## src/rtl/pipe_ctrl_pkg.sv

```systemverilog
// pipe_ctrl_pkg
//   Shared definitions for the pipeline stall/bubble controller:
//   default widths, scoreboard slot indices, and the {v, rd} slot layout.
package pipe_ctrl_pkg;

    localparam int PC_ADDR_W = 3;   // register-file address width of the datapath
    localparam int PC_CNT_W  = 16;  // performance counter width

    // Scoreboard slot positions; slot 0 is the instruction currently in EX.
    localparam int SLOT_EX  = 0;
    localparam int SLOT_MEM = 1;
    localparam int SLOT_WB  = 2;

    // One scoreboard entry at the datapath's native address width.
    // v already has the write-enable and zero-register test folded in.
    typedef struct packed {
        logic                 v;
        logic [PC_ADDR_W-1:0] rd;
    } slot_t;

endpackage

```

## src/rtl/hazard_scoreboard.sv

```systemverilog
// hazard_scoreboard
//   DEPTH-slot shift register of in-flight destination registers (EX, MEM,
//   WB, ...) and a per-slot match vector against one source address.
// Ports:
//   i_clk, i_rst_n   clock, async active-low reset (clears every slot)
//   i_shift          advance the pipe: slot[i+1] <= slot[i], slot0 <= insert
//   i_bubble         when shifting, insert an invalid slot instead of ID
//   i_ins_v          ID instruction is valid and writes the register file
//   i_ins_rd         ID destination address
//   i_rs             source address to compare
//   o_match[i]       slot i is live and its rd equals i_rs
module hazard_scoreboard
    import pipe_ctrl_pkg::*;
#(
    parameter int ADDR_W   = PC_ADDR_W,
    parameter int DEPTH    = 3,
    parameter int ZERO_REG = 1
) (
    input  logic              i_clk,
    input  logic              i_rst_n,
    input  logic              i_shift,
    input  logic              i_bubble,
    input  logic              i_ins_v,
    input  logic [ADDR_W-1:0] i_ins_rd,
    input  logic [ADDR_W-1:0] i_rs,
    output logic [DEPTH-1:0]  o_match
);

    typedef struct packed {
        logic              v;
        logic [ADDR_W-1:0] rd;
    } sb_slot_t;

    sb_slot_t [DEPTH-1:0] r_slot;
    sb_slot_t             w_ins;

    // Only "live" is stored: a write to r0 never needs to be waited on.
    always_comb begin
        w_ins.v  = i_ins_v && !i_bubble && ((ZERO_REG == 0) || (i_ins_rd != '0));
        w_ins.rd = i_ins_rd;
    end

    always_ff @(posedge i_clk or negedge i_rst_n) begin
        if (!i_rst_n) begin
            r_slot <= '0;
        end else if (i_shift) begin
            r_slot[SLOT_EX] <= w_ins;
            for (int i = 1; i < DEPTH; i++) begin
                r_slot[i] <= r_slot[i-1];
            end
        end
    end

    generate
        for (genvar gi = 0; gi < DEPTH; gi++) begin : g_match
            assign o_match[gi] = r_slot[gi].v && (r_slot[gi].rd == i_rs);
        end
    endgenerate

endmodule

```

## src/rtl/pipe_hazard_ctrl.sv

```systemverilog
// pipe_hazard_ctrl
//   Stall/bubble controller for a 5-stage pipe without forwarding. Every RAW
//   hazard between the ID sources and an in-flight destination is resolved
//   by holding PC and IF/ID while a bubble is fed into ID/EX.
// Ports:
//   i_clk, i_rst_n                 clock, async active-low reset
//   i_id_valid                     ID holds a real instruction
//   i_id_rs1/_used, i_id_rs2/_used ID source addresses and their use flags
//   i_id_rd, i_id_we               ID destination and register write enable
//   i_mem_wait                     data memory busy: freeze everything
//   i_flush                        taken branch in EX: kill IF/ID
//   o_pc_en, o_ifid_en, o_ifid_clr load enables / NOP-load for PC and IF/ID
//   o_idex_bubble                  ID/EX loads a NOP
//   o_pipe_en                      ID/EX, EX/MEM, MEM/WB load enable
//   o_hazard                       RAW hazard seen this cycle
//   o_stall_cnt, o_flush_cnt       saturating event counters
module pipe_hazard_ctrl
    import pipe_ctrl_pkg::*;
#(
    parameter int ADDR_W    = PC_ADDR_W,
    parameter int DEPTH     = 3,
    parameter int WB_BYPASS = 1,
    parameter int ZERO_REG  = 1,
    parameter int CNT_W     = PC_CNT_W
) (
    input  logic              i_clk,
    input  logic              i_rst_n,
    input  logic              i_id_valid,
    input  logic [ADDR_W-1:0] i_id_rs1,
    input  logic              i_id_rs1_used,
    input  logic [ADDR_W-1:0] i_id_rs2,
    input  logic              i_id_rs2_used,
    input  logic [ADDR_W-1:0] i_id_rd,
    input  logic              i_id_we,
    input  logic              i_mem_wait,
    input  logic              i_flush,
    output logic              o_pc_en,
    output logic              o_ifid_en,
    output logic              o_ifid_clr,
    output logic              o_idex_bubble,
    output logic              o_pipe_en,
    output logic              o_hazard,
    output logic [CNT_W-1:0]  o_stall_cnt,
    output logic [CNT_W-1:0]  o_flush_cnt
);

    // With a write-before-read register file the WB slot is already visible
    // to ID, so it drops out of the compare set.
    localparam int CMP_N = (WB_BYPASS != 0) ? DEPTH - 1 : DEPTH;

    logic [DEPTH-1:0] w_cmp_mask;
    logic [DEPTH-1:0] w_m1;
    logic [DEPTH-1:0] w_m2;
    logic             w_ins_v;
    logic             w_rs1_hit;
    logic             w_rs2_hit;
    logic             w_haz;
    logic             w_shift;
    logic             w_bubble;
    logic             w_stall_inc;
    logic             w_flush_inc;
    logic [CNT_W-1:0] r_stall_cnt;
    logic [CNT_W-1:0] r_flush_cnt;

    generate
        for (genvar gi = 0; gi < DEPTH; gi++) begin : g_mask
            assign w_cmp_mask[gi] = (gi < CMP_N);
        end
    endgenerate

    assign w_ins_v = i_id_valid && i_id_we;

    // One scoreboard per source port; both see identical shift/insert
    // controls so their contents stay identical.
    hazard_scoreboard #(
        .ADDR_W   (ADDR_W),
        .DEPTH    (DEPTH),
        .ZERO_REG (ZERO_REG)
    ) u_sb_rs1 (
        .i_clk    (i_clk),
        .i_rst_n  (i_rst_n),
        .i_shift  (w_shift),
        .i_bubble (w_bubble),
        .i_ins_v  (w_ins_v),
        .i_ins_rd (i_id_rd),
        .i_rs     (i_id_rs1),
        .o_match  (w_m1)
    );

    hazard_scoreboard #(
        .ADDR_W   (ADDR_W),
        .DEPTH    (DEPTH),
        .ZERO_REG (ZERO_REG)
    ) u_sb_rs2 (
        .i_clk    (i_clk),
        .i_rst_n  (i_rst_n),
        .i_shift  (w_shift),
        .i_bubble (w_bubble),
        .i_ins_v  (w_ins_v),
        .i_ins_rd (i_id_rd),
        .i_rs     (i_id_rs2),
        .o_match  (w_m2)
    );

    assign w_rs1_hit = i_id_rs1_used && ((ZERO_REG == 0) || (i_id_rs1 != '0))
                       && |(w_m1 & w_cmp_mask);
    assign w_rs2_hit = i_id_rs2_used && ((ZERO_REG == 0) || (i_id_rs2 != '0))
                       && |(w_m2 & w_cmp_mask);

    // A flushed ID instruction is dead, so it cannot be stalled on.
    assign w_haz    = i_id_valid && !i_flush && (w_rs1_hit || w_rs2_hit);
    assign o_hazard = i_rst_n && w_haz;

    // Priority: mem_wait > flush > hazard > normal. During reset and
    // mem_wait every enable stays low and the scoreboard holds.
    always_comb begin
        o_pc_en       = 1'b0;
        o_ifid_en     = 1'b0;
        o_ifid_clr    = 1'b0;
        o_idex_bubble = 1'b0;
        o_pipe_en     = 1'b0;
        w_shift       = 1'b0;
        w_bubble      = 1'b0;
        w_stall_inc   = 1'b0;
        w_flush_inc   = 1'b0;
        if (i_rst_n && !i_mem_wait) begin
            o_pipe_en = 1'b1;
            w_shift   = 1'b1;
            if (i_flush) begin
                o_pc_en       = 1'b1;
                o_ifid_en     = 1'b1;
                o_ifid_clr    = 1'b1;
                o_idex_bubble = 1'b1;
                w_bubble      = 1'b1;
                w_flush_inc   = 1'b1;
            end else if (w_haz) begin
                o_idex_bubble = 1'b1;
                w_bubble      = 1'b1;
                w_stall_inc   = 1'b1;
            end else begin
                o_pc_en   = 1'b1;
                o_ifid_en = 1'b1;
            end
        end
    end

    // Counters stick at all-ones instead of wrapping.
    always_ff @(posedge i_clk or negedge i_rst_n) begin
        if (!i_rst_n) begin
            r_stall_cnt <= '0;
            r_flush_cnt <= '0;
        end else begin
            if (w_stall_inc && (r_stall_cnt != '1)) begin
                r_stall_cnt <= r_stall_cnt + CNT_W'(1);
            end
            if (w_flush_inc && (r_flush_cnt != '1)) begin
                r_flush_cnt <= r_flush_cnt + CNT_W'(1);
            end
        end
    end

    assign o_stall_cnt = r_stall_cnt;
    assign o_flush_cnt = r_flush_cnt;

endmodule

```

## config.mk

```make
export PLATFORM = sky130hd
export DESIGN_NAME = pipe_hazard_ctrl
export DESIGN_NICKNAME = d
export VERILOG_FILES = /design/src/rtl/pipe_ctrl_pkg.sv /design/src/rtl/hazard_scoreboard.sv /design/src/rtl/pipe_hazard_ctrl.sv
export SDC_FILE = /design/constraint.sdc
export NUM_CORES = 1
export LEC_CHECK = 0
export CAP_MARGIN = 20
export CORE_UTILIZATION = 44
export CTS_BUF_LIST = sky130_fd_sc_hd__clkbuf_16
export DETAILED_ROUTE_END_ITERATION = 7
export GPL_TIMING_DRIVEN = 0
export HOLD_SLACK_MARGIN = 0.05
export PLACE_DENSITY = 0.76
export SETUP_SLACK_MARGIN = 0.15
export SYNTH_ARGS = -nofsm -noshare
export SYNTH_HDL_FRONTEND = slang
export SYNTH_SLANG_ARGS = --single-unit
```

## constraint.sdc

```tcl
create_clock -name i_clk -period 2.3 [get_ports i_clk]
set_input_delay 0.575 -clock i_clk [delete_from_list [all_inputs] [get_ports i_clk]]
set_output_delay 0.575 -clock i_clk [all_outputs]
set_load 0.1 [all_outputs]
```

# [Word-level counts from Yosys, hierarchy flattened]
# Cells that the tools add are included.
[totals] ff_bits=40 output_inout_bits=38 elab_cells=51
[classes] n_addsub=2 eq_ne=6 mux=11 reduce_logical=26
[op_table] operator="adder 16 x 1 -> 16 bit (second input constant)" n=2
[op_table] operator="!= test 16 bit (second input constant)" n=2
[op_table] operator="logical AND 1 bit" n=17
[op_table] operator="== test 3 bit" n=4
[op_table] operator="two-way mux 1 bit" n=11
[op_table] operator="nonzero test 3 bit" n=3
[op_table] operator="OR reduction 2 bit" n=2
[op_table] operator="logical NOT 1 bit" n=3
[op_table] operator="logical OR 1 bit" n=1

# [Depth between registers and ports, before layout]
# Gate-level depths: netlist (run 1).
[depth] word_depth=12 ltp_mapped=9 ltp_nobuf=7

# [Modules after synthesis]
# From an unflattened synthesis (run 1), not the netlist that was laid out.
[hier_totals] hier_cells=230 hier_area_um2=2845.2
[modules_own_cells] module="pipe_hazard_ctrl" n_inst=1 cells_per_inst=150 area_each_um2=1651.6 seq_area_each_um2=800.8
[modules_own_cells] module="hazard_scoreboard" n_inst=2 cells_per_inst=40 area_each_um2=596.8 seq_area_each_um2=300.3

# [Worst setup path after synthesis (run 1)]
# Ideal clock, no wire load.
[synth_path] path_kind="input -> output" start="in i_id_rs1[0]" end="out o_pc_en" t_arrival_ps=3049 setup_slack_ps=-1324 stages=5 path_cell_list="or3_1 -> a32oi_1 -> nor3b_1 -> nor2_1 -> buf_4"
[synth_between] elab_chain_cells=9
[synth_lines] item="start, declared" line_no="pipe_hazard_ctrl.sv:29" text="input logic [ADDR_W-1:0] i_id_rs1,"
[synth_lines] item="== test 3 bit" line_no="hazard_scoreboard.sv:56" text="assign o_match[gi] = r_slot[gi].v && (r_slot[gi].rd == i_rs);"
[synth_lines] item="logical AND 1 bit" line_no="hazard_scoreboard.sv:56"
[synth_lines] item="OR reduction 2 bit" line_no="pipe_hazard_ctrl.sv:106" text="&& |(w_m1 & w_cmp_mask);"
[synth_lines] item="logical AND 1 bit (*)" line_no="pipe_hazard_ctrl.sv:106"
[synth_lines] item="logical OR 1 bit (*)" line_no="pipe_hazard_ctrl.sv:111" text="assign w_haz = i_id_valid && !i_flush && (w_rs1_hit || w_rs2_hit);"
[synth_lines] item="logical AND 1 bit (*)" line_no="pipe_hazard_ctrl.sv:111"
[synth_lines] item="two-way mux 1 bit (*) (3 in a row)"
[synth_lines] item="end, declared" line_no="pipe_hazard_ctrl.sv:37" text="output logic o_pc_en,"
# Every way passes the cells marked *; elsewhere a longest branch is shown, timed or not.

# [Worst setup path after layout (run 1)]
[layout_path] start="reg u_sb_rs1.r_slot[1] in the netlist's numbering" end="out o_pc_en"
[layout_between] elab_chain_cells=9
[layout_lines] item="start, declared" line_no="hazard_scoreboard.sv:34" text="sb_slot_t [DEPTH-1:0] r_slot;"
[layout_lines] item="start signal, assigned by index" line_no="hazard_scoreboard.sv:47" text="r_slot[SLOT_EX] <= w_ins;"
[layout_lines] item="start signal, assigned by index" line_no="hazard_scoreboard.sv:49" text="r_slot[i] <= r_slot[i-1];"
[layout_lines] item="== test 3 bit" line_no="hazard_scoreboard.sv:56"
[layout_lines] item="logical AND 1 bit" line_no="hazard_scoreboard.sv:56"
[layout_lines] item="OR reduction 2 bit, on equally long branches"
[layout_lines] item="logical AND 1 bit, on equally long branches"
[layout_lines] item="logical OR 1 bit (*)" line_no="pipe_hazard_ctrl.sv:111"
[layout_lines] item="logical AND 1 bit (*)" line_no="pipe_hazard_ctrl.sv:111"
[layout_lines] item="two-way mux 1 bit (*)" line_no="pipe_hazard_ctrl.sv:136" text="end else if (w_haz) begin"
[layout_lines] item="two-way mux 1 bit (*)" line_no="pipe_hazard_ctrl.sv:129" text="if (i_flush) begin"
[layout_lines] item="two-way mux 1 bit (*)" line_no="pipe_hazard_ctrl.sv:126" text="if (i_rst_n && !i_mem_wait) begin"
# Marked as above.

==> impl_metrics.py, run 1 <==
metrics = {
    "timing": {
        "setup_violations": 4,
        "tightest_slew_ps": 980,
        "slew_headroom_pct": 34.9,
        "finalMaxSlewViolations": 0,
        "finalHoldViolations": 0,
        "fin_crit_ps": 2440,
        "grt_setup_unrepaired": "true",
        "hold-worst-slack_ps": 218,
        "skew_ps": 4.37,
        "timing.final.crit_share_pct": 106,
        "tns_ps": -445,
        "fin_ws_ps": -145,
        "max_clock_freq_ghz": 0.409,
    },
    "drt": {
        "final_antenna_net_count": 0,
        "first_iter_violations": 80,
        "vias": 1756,
        "wl_per_cell_um": 14.6,
        "routed_wl_um": 4930,
        "vias_per_cell": 5.20,
        "drc": 0,
        "first_pass_iters": 4,
    },
    "placement": {
        "placed_area_um2": 2890,
        "portBuffers": 54,
        "dp_slack_ps": -1630,
        "hpwl_um": 3400,
        "globalplace.congestion": 0.813,
    },
    "cts": {
        "clk_pin_slew_ps": 60,
        "htreeDepth": 2,
        "clockBufferDepth": 2,
        "tritoncts": "yes",
        "cts_root_buf": "clkbuf_16",
        "holdBufCountCts": 0,
        "clock_latency_ps": 270,
        "cts_made_buffers": 5,
        "cts_sinks": 40,
    },
    "power_and_ir_drop": {
        "switching_share_pct": 36.9,
        "ir_drop_uv": 423,
        "power_density_nw_per_um2": 727,
        "p_comb_share_pct": 30.5,
        "p_sw_uw": 866,
        "p_clk_share_pct": 32.5,
        "intPower_uw": 1480,
        "seq_power_share_pct": 37.0,
        "leakage_uw": 0.00154,
    },
    "setup_path": {
        "path_max_fanout": 4,
        "startpoint_type": "flip-flop",
        "critPathArrivalTime_ps": 1870,
        "crit_type": "reg -> out",
        "required_ps": 1730,
        "cp-end-kind": "output pin",
    },
    "global_route": {
        "grt_pass1_wl_um": 8050,
        "track_usage_pct": 20.5,
        "grt_max_degree": 23,
        "antenna_found_initial": 0,
        "grt_pass1_vias": 1688,
        "grt_overflow_total": 0,
    },
    "yosys": {
        "yosysWarnings": 0,
        "syn_area_um2": 2140,
        "seq_area_frac_synth_pct": 46.7,
        "ys.flop_type": "dfrtp_1",
        "synth_cells": 208,
        "syn_nets": 227,
        "async_reset_ff_share_pct": 100,
        "synth_area_per_cell_um2": 10.3,
        "synth-seq-cells": 40,
        "synth-edff-count": 0,
        "ys_types": 37,
    },
    "final_layout": {
        "final_cell_area_um2": 3220,
        "most-common-layout-cells": "nand2_1, xor2_1, dfrtp_1",
        "final_common_cell": "nand2_1",
        "nets": 302,
        "area_delta_synth_final_pct": 50.3,
        "drive_above_1_share_pct": 32.7,
        "diodes": 0,
    },
    "die": {
        "die_area_um2": 5160,
        "initial_core_util_pct": 45.7,
        "fp.dieW_um": 71.8,
        "rows": 25,
        "fp.coreArea_um2": 4690,
        "ios": 55,
        "die_y_um": 71.8,
    },
    "min_path": {
        "hp-class": "in -> async",
    },
    "flow_run": {
        "max_cap_viol_count": 0,
    },
    "outcome": {
        "status": "complete, but fails checks",
        "violations": "setup timing",
    },
}
## power groups by stage
stage / clock network [µW] / registers [µW] / logic (µW)
after floorplan: 0 / 1230 / 175
after global placement: 0 / 880 / 711
after detailed placement: 0 / 883 / 721
after CTS: 781 / 870 / 715
after global routing: 805 / 881 / 749
final: 761 / 869 / 716
## sequential cells by signal, summed over array words and instances (netlist names)
register         cells
o_flush_cnt         16
o_stall_cnt         16
u_sb_rs1.r_slot      7
u_sb_rs2.r_slot      1
## routing by layer
layer | up-vias | share of wire, % | wire [µm] | GRT usage, %
met5 | - | 0 | 0 | 0
met4 | 0 | 0.69 | 34 | 5.88
li1 | 879 | - | - | -
met3 | 2 | 3.7 | 182 | 4.78
met1 | 835 | 47 | 2290 | 27.0
met2 | 40 | 49 | 2420 | 33.8
## synth_stat cells (all sizes together), types with 3 or more instances
master / n / area share (%)
dfrtp: 40 / 47
nand2: 32 / 5.6
buf: 5 / 1.9
nor3b: 7 / 3.2
xnor2: 13 / 5.3
nor4b: 3 / 1.2
and2: 3 / 0.88
nor4: 4 / 1.9
nor2: 12 / 2.1
nand4: 12 / 3.5
xor2: 27 / 11
nor3: 14 / 3.5
and3: 3 / 1.3
nand3: 9 / 2.1
## critical path: stages (launching register included)
cell and delay [ps]:
dfrtp_1 430, xnor2_1 180, nand4_1 110, nand2_2 120, a32oi_4 140, nor3b_4 260, nor2_4 80, buf_12 130
buf_12 150
## stage by stage
stage / utilization [%] / std cells / total power, µW
2_1_floorplan: - / 208 / 1400
3_3_place_gp: 61.2 / 316 / 1590
3_5_place_dp: 61.7 / 317 / 1600
4_1_cts: 68.5 / 338 / 2370
5_1_grt: 68.7 / 338 / 2440
6_report: 68.7 / 338 / 2350
## kinds of logic after synthesis
group	share of synthesized area, %
AND/OR/NAND/NOR	27.9
XOR/XNOR	16.3
flip-flops	46.7
buffers and inverters	3.33
AO/OA/AOI/OAI	3.56
multiplexers	1.05
adder cells (fa/ha/maj)	1.17
## what timing repair did
action / 4_1_cts / 5_1_grt
cloned: 1 / 0
setup buffers: 12 / 0
pin swaps: 20 / 0
gates resized for setup: 133 / 22
setup endpoints to repair: 65 / 28
## path summary, 6_finish.rpt
check	slack, ps	start	end	cells past startpoint
min reg2reg	470	o_flush_cnt[9]	o_flush_cnt[9]	1
min in group i_clk	470	o_flush_cnt[9]	o_flush_cnt[9]	1
max in group asynchronous	1750	i_rst_n	o_stall_cnt[1]	2
max reg2reg	220	o_stall_cnt[0]	o_stall_cnt[10]	8
min	220	i_rst_n	u_sb_rs1.r_slot[7]	2
max	-140	u_sb_rs1.r_slot[1]	o_pc_en	8
## final cells by class
| class | instances | area, µm² |
|---|---|---|
| fillers | 358 | 1470 |
| plain buffers | 7 | 75.1 |
| well taps | 54 | 67.6 |
| flip-flops and latches | 40 | 1030 |
| repair buffers | 68 | 668 |
| multi-input cells | 158 | 1180 |
| inverters | 3 | 37.5 |
| clock inverters | 3 | 37.5 |
| clock buffers | 5 | 125 |
Note: power is estimated with default switching activity, not from simulation.
==> run 2, diff against run 1 <==
Settings changed: SLEW_MARGIN set to 0.
==> results of run 2 <==
No change in the layout: final DEF, timing and power equal those of run 1.
==> run 3, diff against run 2 <==
Settings changed: ABC_AREA set to 1, CORE_UTILIZATION 44 to 45.
==> run 3 against run 2 <==
Net effect:
- the run still ends with setup timing left
- core utilization rose by 0.64 points
- critical path type unchanged
- sequential power fell by 2%
- maximum frequency rose by 5.6%
- critical endpoint unchanged
- sequential cell count did not move
- clock power fell by 14%
- highest routed layer unchanged
- clock-buffer cell count did not move
==> impl_metrics.py, run 3 <==
metrics = {
    "drt": {
        "first_iter_violations": 110,
        "vias": 2295,
        "first_pass_iters": 4,
        "vias_per_cell": 4.92,
        "routed_wl_um": 5950,
        "drc": 0,
        "final_antenna_net_count": 0,
        "wl_per_cell_um": 12.8,
    },
    "yosys": {
        "syn_area_um2": 2350,
        "synth_top_cell_area_share_pct": 42.6,
        "seq_area_frac_synth_pct": 42.6,
        "ys_types": 27,
        "synth.most_common_cell": "nand2_1",
        "synth-simple-area-share_pct": 37.1,
        "synth_cells": 317,
        "synth_common_cells": "nand2_1, dfrtp_1, nor2_1",
        "synth_area_per_cell_um2": 7.41,
        "ys.flop_type": "dfrtp_1",
        "post_synth_fa_ha_maj_area_fraction_pct": 1.06,
        "synth_top_family_by_area": "simple AND/OR/NAND/NOR gates",
        "syn_nets": 336,
        "yosys.area_share.xor_xnor_pct": 10.4,
        "async_reset_ff_share_pct": 100,
        "synth-seq-cells": 40,
        "synthMuxAreaShare_pct": 0,
        "ys_top_cells_by_area": "dfrtp_1, nand2_1, xor2_1, nor2_1, xnor2_1",
        "synth_area_leader_cell": "dfrtp_1",
        "synth-edff-count": 0,
        "yosysWarnings": 0,
        "synth_compound_area_share_pct": 2.56,
    },
    "final_layout": {
        "most-common-layout-cells": "nand2_1, dfrtp_1, nor2_1",
        "final_common_cell": "nand2_1",
        "multi_input_area_um2": 1270,
        "final_cell_area_um2": 3380,
        "drive_above_1_share_pct": 25.3,
        "post-route-util_pct": 69.4,
        "area_delta_synth_final_pct": 44.0,
        "nets": 417,
        "seqCellArea_um2": 1010,
        "diodes": 0,
        "fillers": 406,
    },
    "power_and_ir_drop": {
        "power_density_nw_per_um2": 651,
        "leakage_uw": 0.00172,
        "ir_drop_uv": 1080,
    },
    "setup_path": {
        "r2r_slack_ps": 430,
        "r2r-end": "o_flush_cnt[15]",
        "critPathLaunch": "u_sb_rs1.r_slot[0]",
        "worstSetupEndpoint": "o_pc_en",
        "required_ps": 1730,
        "crit_type": "reg -> out",
        "reg2reg_from": "o_flush_cnt[0]",
        "reg2reg_depth": 9,
        "startpoint_type": "flip-flop",
        "cp_common_cell": "nand2_1",
        "critical_path.cell_chain": "inv_2 > nand2_1 > nand2_1 > nor2_1 > nand2_1 > nand2_1 > nand2_2 > nand2_4 > a21oi_4 > buf_12 > buf_12",
        "critPathArrivalTime_ps": 1740,
        "cp-end-kind": "output pin",
        "path_max_fanout": 4,
        "critPathSlowestCell": "dfrtp_1",
        "slowest_delay_ps": 420,
    },
    "timing": {
        "finalHoldViolations": 0,
        "slew_headroom_pct": 35.9,
        "tightest_slew_ps": 965,
        "grt_setup_unrepaired": "true",
        "max_clock_freq_ghz": 0.432,
        "fin_ws_ps": -14.7,
        "timing.final.crit_share_pct": 101,
        "hold-worst-slack_ps": 92.2,
        "finalMaxSlewViolations": 0,
        "setup_violations": 1,
        "skew_ps": 4.20,
        "fin_crit_ps": 2310,
    },
    "min_path": {
        "hp-class": "in -> async",
    },
    "placement": {
        "portBuffers": 54,
        "hpwl_um": 4040,
        "globalplace.congestion": 0.863,
        "placed_area_um2": 3080,
    },
    "cts": {
        "clockBufferDepth": 2,
        "cts_root_buf": "clkbuf_16",
        "tritoncts": "yes",
        "cts_made_buffers": 5,
        "holdBufCountCts": 0,
        "htreeDepth": 2,
        "clock_latency_ps": 280,
        "cts_sinks": 40,
        "clk_pin_slew_ps": 60,
    },
    "die": {
        "die_y_um": 74.3,
        "initial_core_util_pct": 48.2,
        "fp.coreArea_um2": 4880,
        "rows": 25,
        "ios": 55,
        "die_area_um2": 5510,
        "fp.dieW_um": 74.3,
    },
    "global_route": {
        "grt_max_degree": 20,
        "grt_overflow_total": 0,
        "track_usage_pct": 23.1,
        "grt_pass1_vias": 2176,
        "antenna_found_initial": 0,
        "grt_pass1_wl_um": 9650,
    },
    "outcome": {
        "status": "complete, but fails checks",
        "violations": "setup timing",
    },
    "flow_run": {
        "max_cap_viol_count": 0,
    },
}
run 3: cell count changes in the layout (fill, tap and decap cells not counted), sizes merged, moves of 8 or more:
cell         before  now
nor2             12   37
nand2            32  129
o21ai             0    8
xor2             27   16
nand3             9   20
inv               2   34
dlygate4sd2      18   10
run 3: routing by layer:
| metal | up-vias | track usage (%) | routed length (µm) |
|---|---|---|---|
| met5 | - | 0 | 0 |
| met4 | 0 | 9.43 | 127 |
| met3 | 13 | 4.88 | 277 |
| met2 | 60 | 38.5 | 2880 |
| met1 | 1072 | 29.4 | 2670 |
| li1 | 1150 | - | - |
run 3: kinds of logic (layout without fill, tap and decap cells):
kind of cell	Yosys count	count (layout)
xor gates and xnor gates	28	28
DFF	40	40
buffers and inverters	36	118
and+or+nand+nor	200	200
adders and majority gates	2	2
AOI/OAI and AO/OA	11	11
run 3: report_power, final:
part / switching, µW / leakage (µW) / internal (µW)
registers: 79.2 / 0.000533 / 773
logic: 506 / 0.00112 / 193
clock network: 262 / 0.0000738 / 390
total: 847 / 0.00172 / 1360
run 3: worst min path at each step:
stage / from / end / slack, ps / cells after the start
final: i_rst_n / o_stall_cnt[11] / 90 / 1
after global routing: i_rst_n / o_stall_cnt[11] / 90 / 1
after CTS: i_rst_n / o_stall_cnt[11] / 110 / 1
after detailed placement: o_flush_cnt[0] / o_flush_cnt[0] / 490 / 1
after global placement: o_flush_cnt[15] / o_flush_cnt[15] / 480 / 1
after floorplan: i_rst_n / o_flush_cnt[0] / 280 / 0
run 3: area by class of cell:
cell class | instances | area share [%]
plain buffers | 4 | 1.29
clock buffers | 5 | 3.70
clock inverters | 3 | 0.333
inverters | 32 | 3.99
multi-input cells | 241 | 37.6
flip-flops and latches | 40 | 29.8
well taps | 67 | 2.48
repair buffers | 74 | 20.8
run 3: timing repair:
item	4_1_cts	5_1_grt
gates resized for setup	150	31
pin swaps	15	3
buffers inserted	13	5
endpoints found under the setup margin	48	26
cloned	1	0
run 3: critical path: cells and delay by family, from the launching register on:
| kind | cells | cell delay (ps) |
|---|---|---|
| and+or+nand+nor | 7 | 440 |
| DFF | 1 | 420 |
| buffers and inverters | 3 | 380 |
| AOI/OAI and AO/OA | 1 | 230 |
run 3: metrics by stage:
stage	total power (µW)	TNS [ps]	std cells	setup slack, ps
3_5_place_dp	1530	-11350	439	-1420
6_report	2200	-14.7	466	-14.7
5_1_grt	2300	-131	466	-107
3_3_place_gp	1520	-89690	438	-2690
4_1_cts	2200	0	461	2.90
2_1_floorplan	1340	-260	317	-165
==> RTL change 1 (config.mk and constraints of run 3) <==
The parameter `WB_BYPASS` goes from 1 to 0.
--- a/src/rtl/pipe_hazard_ctrl.sv
+++ b/src/rtl/pipe_hazard_ctrl.sv
@@ -20,5 +20,5 @@
     parameter int ADDR_W    = PC_ADDR_W,
     parameter int DEPTH     = 3,
-    parameter int WB_BYPASS = 1,
+    parameter int WB_BYPASS = 0,
     parameter int ZERO_REG  = 1,
     parameter int CNT_W     = PC_CNT_W
Check against the original RTL: not equivalent (a bounded check fails within 4 cycles, from zero or initial values and one cycle with i_rst_n low).
==> RTL change 1 against run 3 <==
The run still ends with negative setup slack left; power up 22%; sequential cell count up 4; setup slack got worse by 0.044 ns; area after synthesis grew 14%; wire length is 14% higher; design area up 12%; sequential share of layout area fell by 0.59 points; utilization down 2.1 points; critical endpoint unchanged.
==> RTL change 1: results (changes against run 3) <==
- Fillers: 477 (was 406)
- Final setup violation count: 3 (was 1)
- Failing checks: negative setup slack (unchanged)
- Slew @ Worst Pin: 0.960 ns (was 0.965 ns)
- First-pass GRT wire length: 11400 um (was 9650 um)
- Total negative slack: -0.153 ns (was -0.0147 ns)
- Leakage: 1.89 nW (was 1.72 nW)
- Final WL: 6780 um (was 5950 um)
- Comb. pwr: 0.925 mW (was 0.699 mW)
- Synth top cells by count: 149 x nand2_1, 44 x dfrtp_1, 38 x nor2_1 (was 125 x nand2_1, 40 x dfrtp_1, 33 x nor2_1)
- Post-synthesis sequential area ratio: 0.409 (was 0.426)
- PnR worst setup slack: -0.0589 ns (was -0.0147 ns)
- Seq. pwr: 0.967 mW (was 0.852 mW)
- Worst reg2reg setup slack: 0.23 ns (was 0.43 ns)
- Pin count of the biggest net entering global routing: 18 (was 20)
- DP Cell Count: 496 (was 439)
- Pre-CTS WS: -1.49 ns (was -1.42 ns)
- Critical R2R Launch: u_sb_rs2.r_slot[4] (was o_flush_cnt[0])
- Top cells by area, synth: dfrtp_1 41%, nand2_1 21%, xor2_1 5.5% (was dfrtp_1 43%, nand2_1 20%, xor2_1 6.0%)
- DP HPWL: 4650 um (was 4040 um)
- Sw frac: 0.396 (was 0.385)
- Adder-cell share of the synthesized area: 0.00930 (was 0.0106)
- Share of post-route cells with drive strength above 1: 0.263 (was 0.253)
- Syn Nets: 388 (was 336)
- Wire per inst: 13.0 um (was 12.8 um)
- Status: finished, violations left (unchanged)
- Syn_area_per_cell: 7.29 um2 (was 7.41 um2)
- Maximum VDD drop: 0.471 mV (was 1.08 mV)
- Final setup skew: 0.00476 ns (was 0.00420 ns)
- Grt met2 use: 0.401 (was 0.385)
- FF-to-FF End: o_stall_cnt[6] (was o_flush_cnt[15])
- Critical path arrival: 1.78 ns (was 1.74 ns)
## RTL change 1: cell count changes in the layout (fill, tap and decap cells not counted), sizes merged, moves of 2 or more
cell	delta
dfrtp	+4
inv	+7
clkbuf	+2
buf	-5
o21ai	+6
nand2	+23
clkdlybuf4s15	+2
nor2	+10
nor3	-3
## RTL change 1: critical path, stage by stage
cell	delay [ns]
clkbuf_4	0.15
inv_4	0.06
nand2_1	0.04
nand2_1	0.07
nor2_1	0.04
nand2_1	0.07
nand3_2	0.09
nand2_4	0.10
nand2_8	0.06
a21oi_4	0.22
buf_12	0.13
buf_12	0.16
## RTL change 1: layout make-up
| cell class | count | area share |
|---|---|---|
| Sequential cell | 44 | 0.292 |
| Tap cell | 72 | 0.0237 |
| Clock inverter | 3 | 0.0102 |
| Clock buffer | 5 | 0.0330 |
| Multi-Input combinational cell | 279 | 0.393 |
| Buffer | 6 | 0.0162 |
| Timing Repair Buffer | 71 | 0.186 |
| Inverter | 40 | 0.0461 |
==> RTL change 2 (config.mk and constraints of run 3) <==
Without the edit above. Make the reset (`i_rst_n`) synchronous in 2 clocked blocks. Comments in the files are not updated.
--- a/src/rtl/hazard_scoreboard.sv
+++ b/src/rtl/hazard_scoreboard.sv
@@ -41,5 +41,5 @@
     end
 
-    always_ff @(posedge i_clk or negedge i_rst_n) begin
+    always_ff @(posedge i_clk) begin
         if (!i_rst_n) begin
             r_slot <= '0;
--- a/src/rtl/pipe_hazard_ctrl.sv
+++ b/src/rtl/pipe_hazard_ctrl.sv
@@ -146,5 +146,5 @@
 
     // Counters stick at all-ones instead of wrapping.
-    always_ff @(posedge i_clk or negedge i_rst_n) begin
+    always_ff @(posedge i_clk) begin
         if (!i_rst_n) begin
             r_stall_cnt <= '0;
Behaviour: differs if i_rst_n is asserted again (counterexample within 4 cycles, from zero or initial values and one cycle with i_rst_n low); with i_rst_n held inactive, the same outputs for 10 cycles.
==> RTL change 2 against run 3 <==
Sequential cell count did not move; synthesized cell count rose by 14%; largest cell class unchanged; design area rose by 2.7%; setup slack improved by 0.10 ns; die area rose by 2.6%; maximum frequency rose by 4.5%; area after synthesis rose by 2.7%; via count rose by 7.9%; wire length rose by 3.5%; utilization fell by 1.7 points; global-route usage fell by 0.75 points.
Power is not compared: it rests on default switching activity, and its combinational part moved more than twofold at a synthesized area within 25%.
==> RTL change 2: results (changes against run 3) <==
- Via-to-Cell Ratio: 4.90 (was 4.92)
- Max FO, Critical Path: 4 (unchanged)
- GP Congestion: 0.910 (was 0.863)
- Ys Warns: 0 (unchanged)
- Vias in the first global route: 2179 (was 2176)
- Wire per inst: 12.2 um (was 12.8 um)
- Post-synth EDFFs: 0 (unchanged)
- Clock Root Buffer: clkbuf_16 (unchanged)
- Clock slew at reported path FFs: 0.06 ns (about the same)
- Leakage: 1.47 nW
- Hold path start: o_flush_cnt[0]
- Max_cap viols: 0 (unchanged)
- Predominant post-synthesis flop cell: dfxtp_1 (was dfrtp_1)
- Status: finished clean (was finished, violations left)
- Gr usage total: 0.224 (was 0.231)
- DP HPWL: 4380 um (was 4040 um)
- Final setup skew: 0.00374 ns (was 0.00420 ns)
- CTS max path bufs: 2 (unchanged)
- Class of the worst hold path: reg -> reg (was in -> async)
- # diodes: 0 (unchanged)
- Initial DRC Count: 90 (was 110)
- TritonCTS buffer count: 5 (unchanged)
- CTS H-tree lvls: 2 (unchanged)
- Share of post-route cells with drive strength above 1: 0.284 (was 0.253)
- Pin count of the biggest net entering global routing: 14 (was 20)
- Syn Nets: 381 (was 336)
- Top cells by area, synth: dfxtp_1 33%, nand2_1 17%, inv_1 6.1% (was dfrtp_1 43%, nand2_1 20%, xor2_1 6.0%)
- Clock Latency Late Sink: 0.28 ns (about the same)
- Fin nets: 454 (was 417)
- DP Area: 0.00315 mm2 (was 0.00308 mm2)
- First-pass GRT wire length: 9640 um (was 9650 um)
- Share of flip-flops with an asynchronous set or reset: 0 (was 1.00)
- Cell variety after synth: 31 (was 27)
- Relative slew slack: 0.355 (was 0.359)
- Crit. Startpoint: i_id_rs1[2] (was u_sb_rs1.r_slot[0])
- Synth top cells by count: 109 x nand2_1, 40 x dfxtp_1, 39 x inv_1, 39 x nor2_1, 24 x a21oi_1 (was 125 x nand2_1, 40 x dfrtp_1, 33 x nor2_1)
- TritonRoute pass-1 iters: 4 (unchanged)
- Initial antenna violation count: 0 (unchanged)
- Critical path arrival: 1.64 ns (was 1.74 ns)
- PortBufs: 53 (was 54)
- Maximum VDD drop: ~0.36 mV
- Post-synthesis sequential area ratio: 0.332 (was 0.426)
- Critical R2R Launch: o_stall_cnt[0] (was o_flush_cnt[0])
==> RTL change 2: worst max-delay path, cell delays in order <==
cell and delay (ns):
buf_12 0.11, inv_12 0.04, nand2_1 0.04, nand2_1 0.06, nor2_1 0.04, nand2_1 0.05, nand2_1 0.05, nand2_2 0.08
nand2_4 0.09, a21oi_4 0.20, buf_12 0.13, buf_12 0.16
==> RTL change 2: cell type report <==
class / instances / area (um2)
Sequential cell: 40 / 820
Timing Repair Buffer: 66 / 638
Clock inverter: 3 / 42.5
Clock buffer: 5 / 125
Fill cell: 488 / 1660
Inverter: 43 / 214
Buffer: 7 / 73.8
Multi-Input combinational cell: 272 / 1480
Tap cell: 70 / 87.6
==> RTL change 2: timing repair <==
| item | 4_1_cts | 5_1_grt |
|---|---|---|
| pin swaps | 20 | 12 |
| setup endpoints to repair | 56 | 19 |
| hold buffers | 0 | 0 |
| buffers inserted | 9 | 4 |
| resized for setup | 148 | 32 |
==> RTL change 2: stage by stage <==
stage / worst slack, ns / hold WS, ns / instances / utilization
3_3_place_gp: -1.43 / 0.448 / 485 / 0.613
5_1_grt: -0.00326 / 0.498 / 506 / 0.676
4_1_cts: 0.0532 / 0.458 / 502 / 0.668
6_report: 0.0856 / 0.463 / 506 / 0.676
2_1_floorplan: -0.309 / 0.454 / 362 / -
3_5_place_dp: -1.42 / 0.451 / 485 / 0.613
==> RTL change 2: worst paths after layout <==
path / to / slack [ns] / cells past startpoint
hold / removal: o_flush_cnt[0] / 0.46 / 1
setup reg to reg: o_stall_cnt[13] / 0.43 / 8
setup / recovery: o_pc_en / 0.09 / 12
hold reg to reg: o_flush_cnt[0] / 0.46 / 1
==> RTL change 2: per-layer routing <==
layer  vias to the layer above  global-route usage  share of wire
li1                       1285                   -              -
met1                      1127               0.289           0.44
met2                        54               0.385           0.50
met3                        11              0.0321          0.036
met4                         0              0.0720          0.014
met5                         -                   0              0
==> RTL change 2: power breakdown <==
part	leakage [nW]	internal, mW	total, mW	switching, mW
combinational	1.06	0.0903	0.223	0.132
sequential	0.330	0.702	0.711	0.00928
clock	0.0814	0.510	0.798	0.288
total	1.47	1.30	1.73	0.429
==> RTL change 2: cell families after synthesis <==
kind of cell,Yosys count,share of synthesized area
buffers and inverters,50,0.0845
adders and majority gates,2,0.0104
and+or+nand+nor,203,0.388
DFF,40,0.332
xor gates and xnor gates,19,0.0689
AOI/OAI and AO/OA,48,0.116
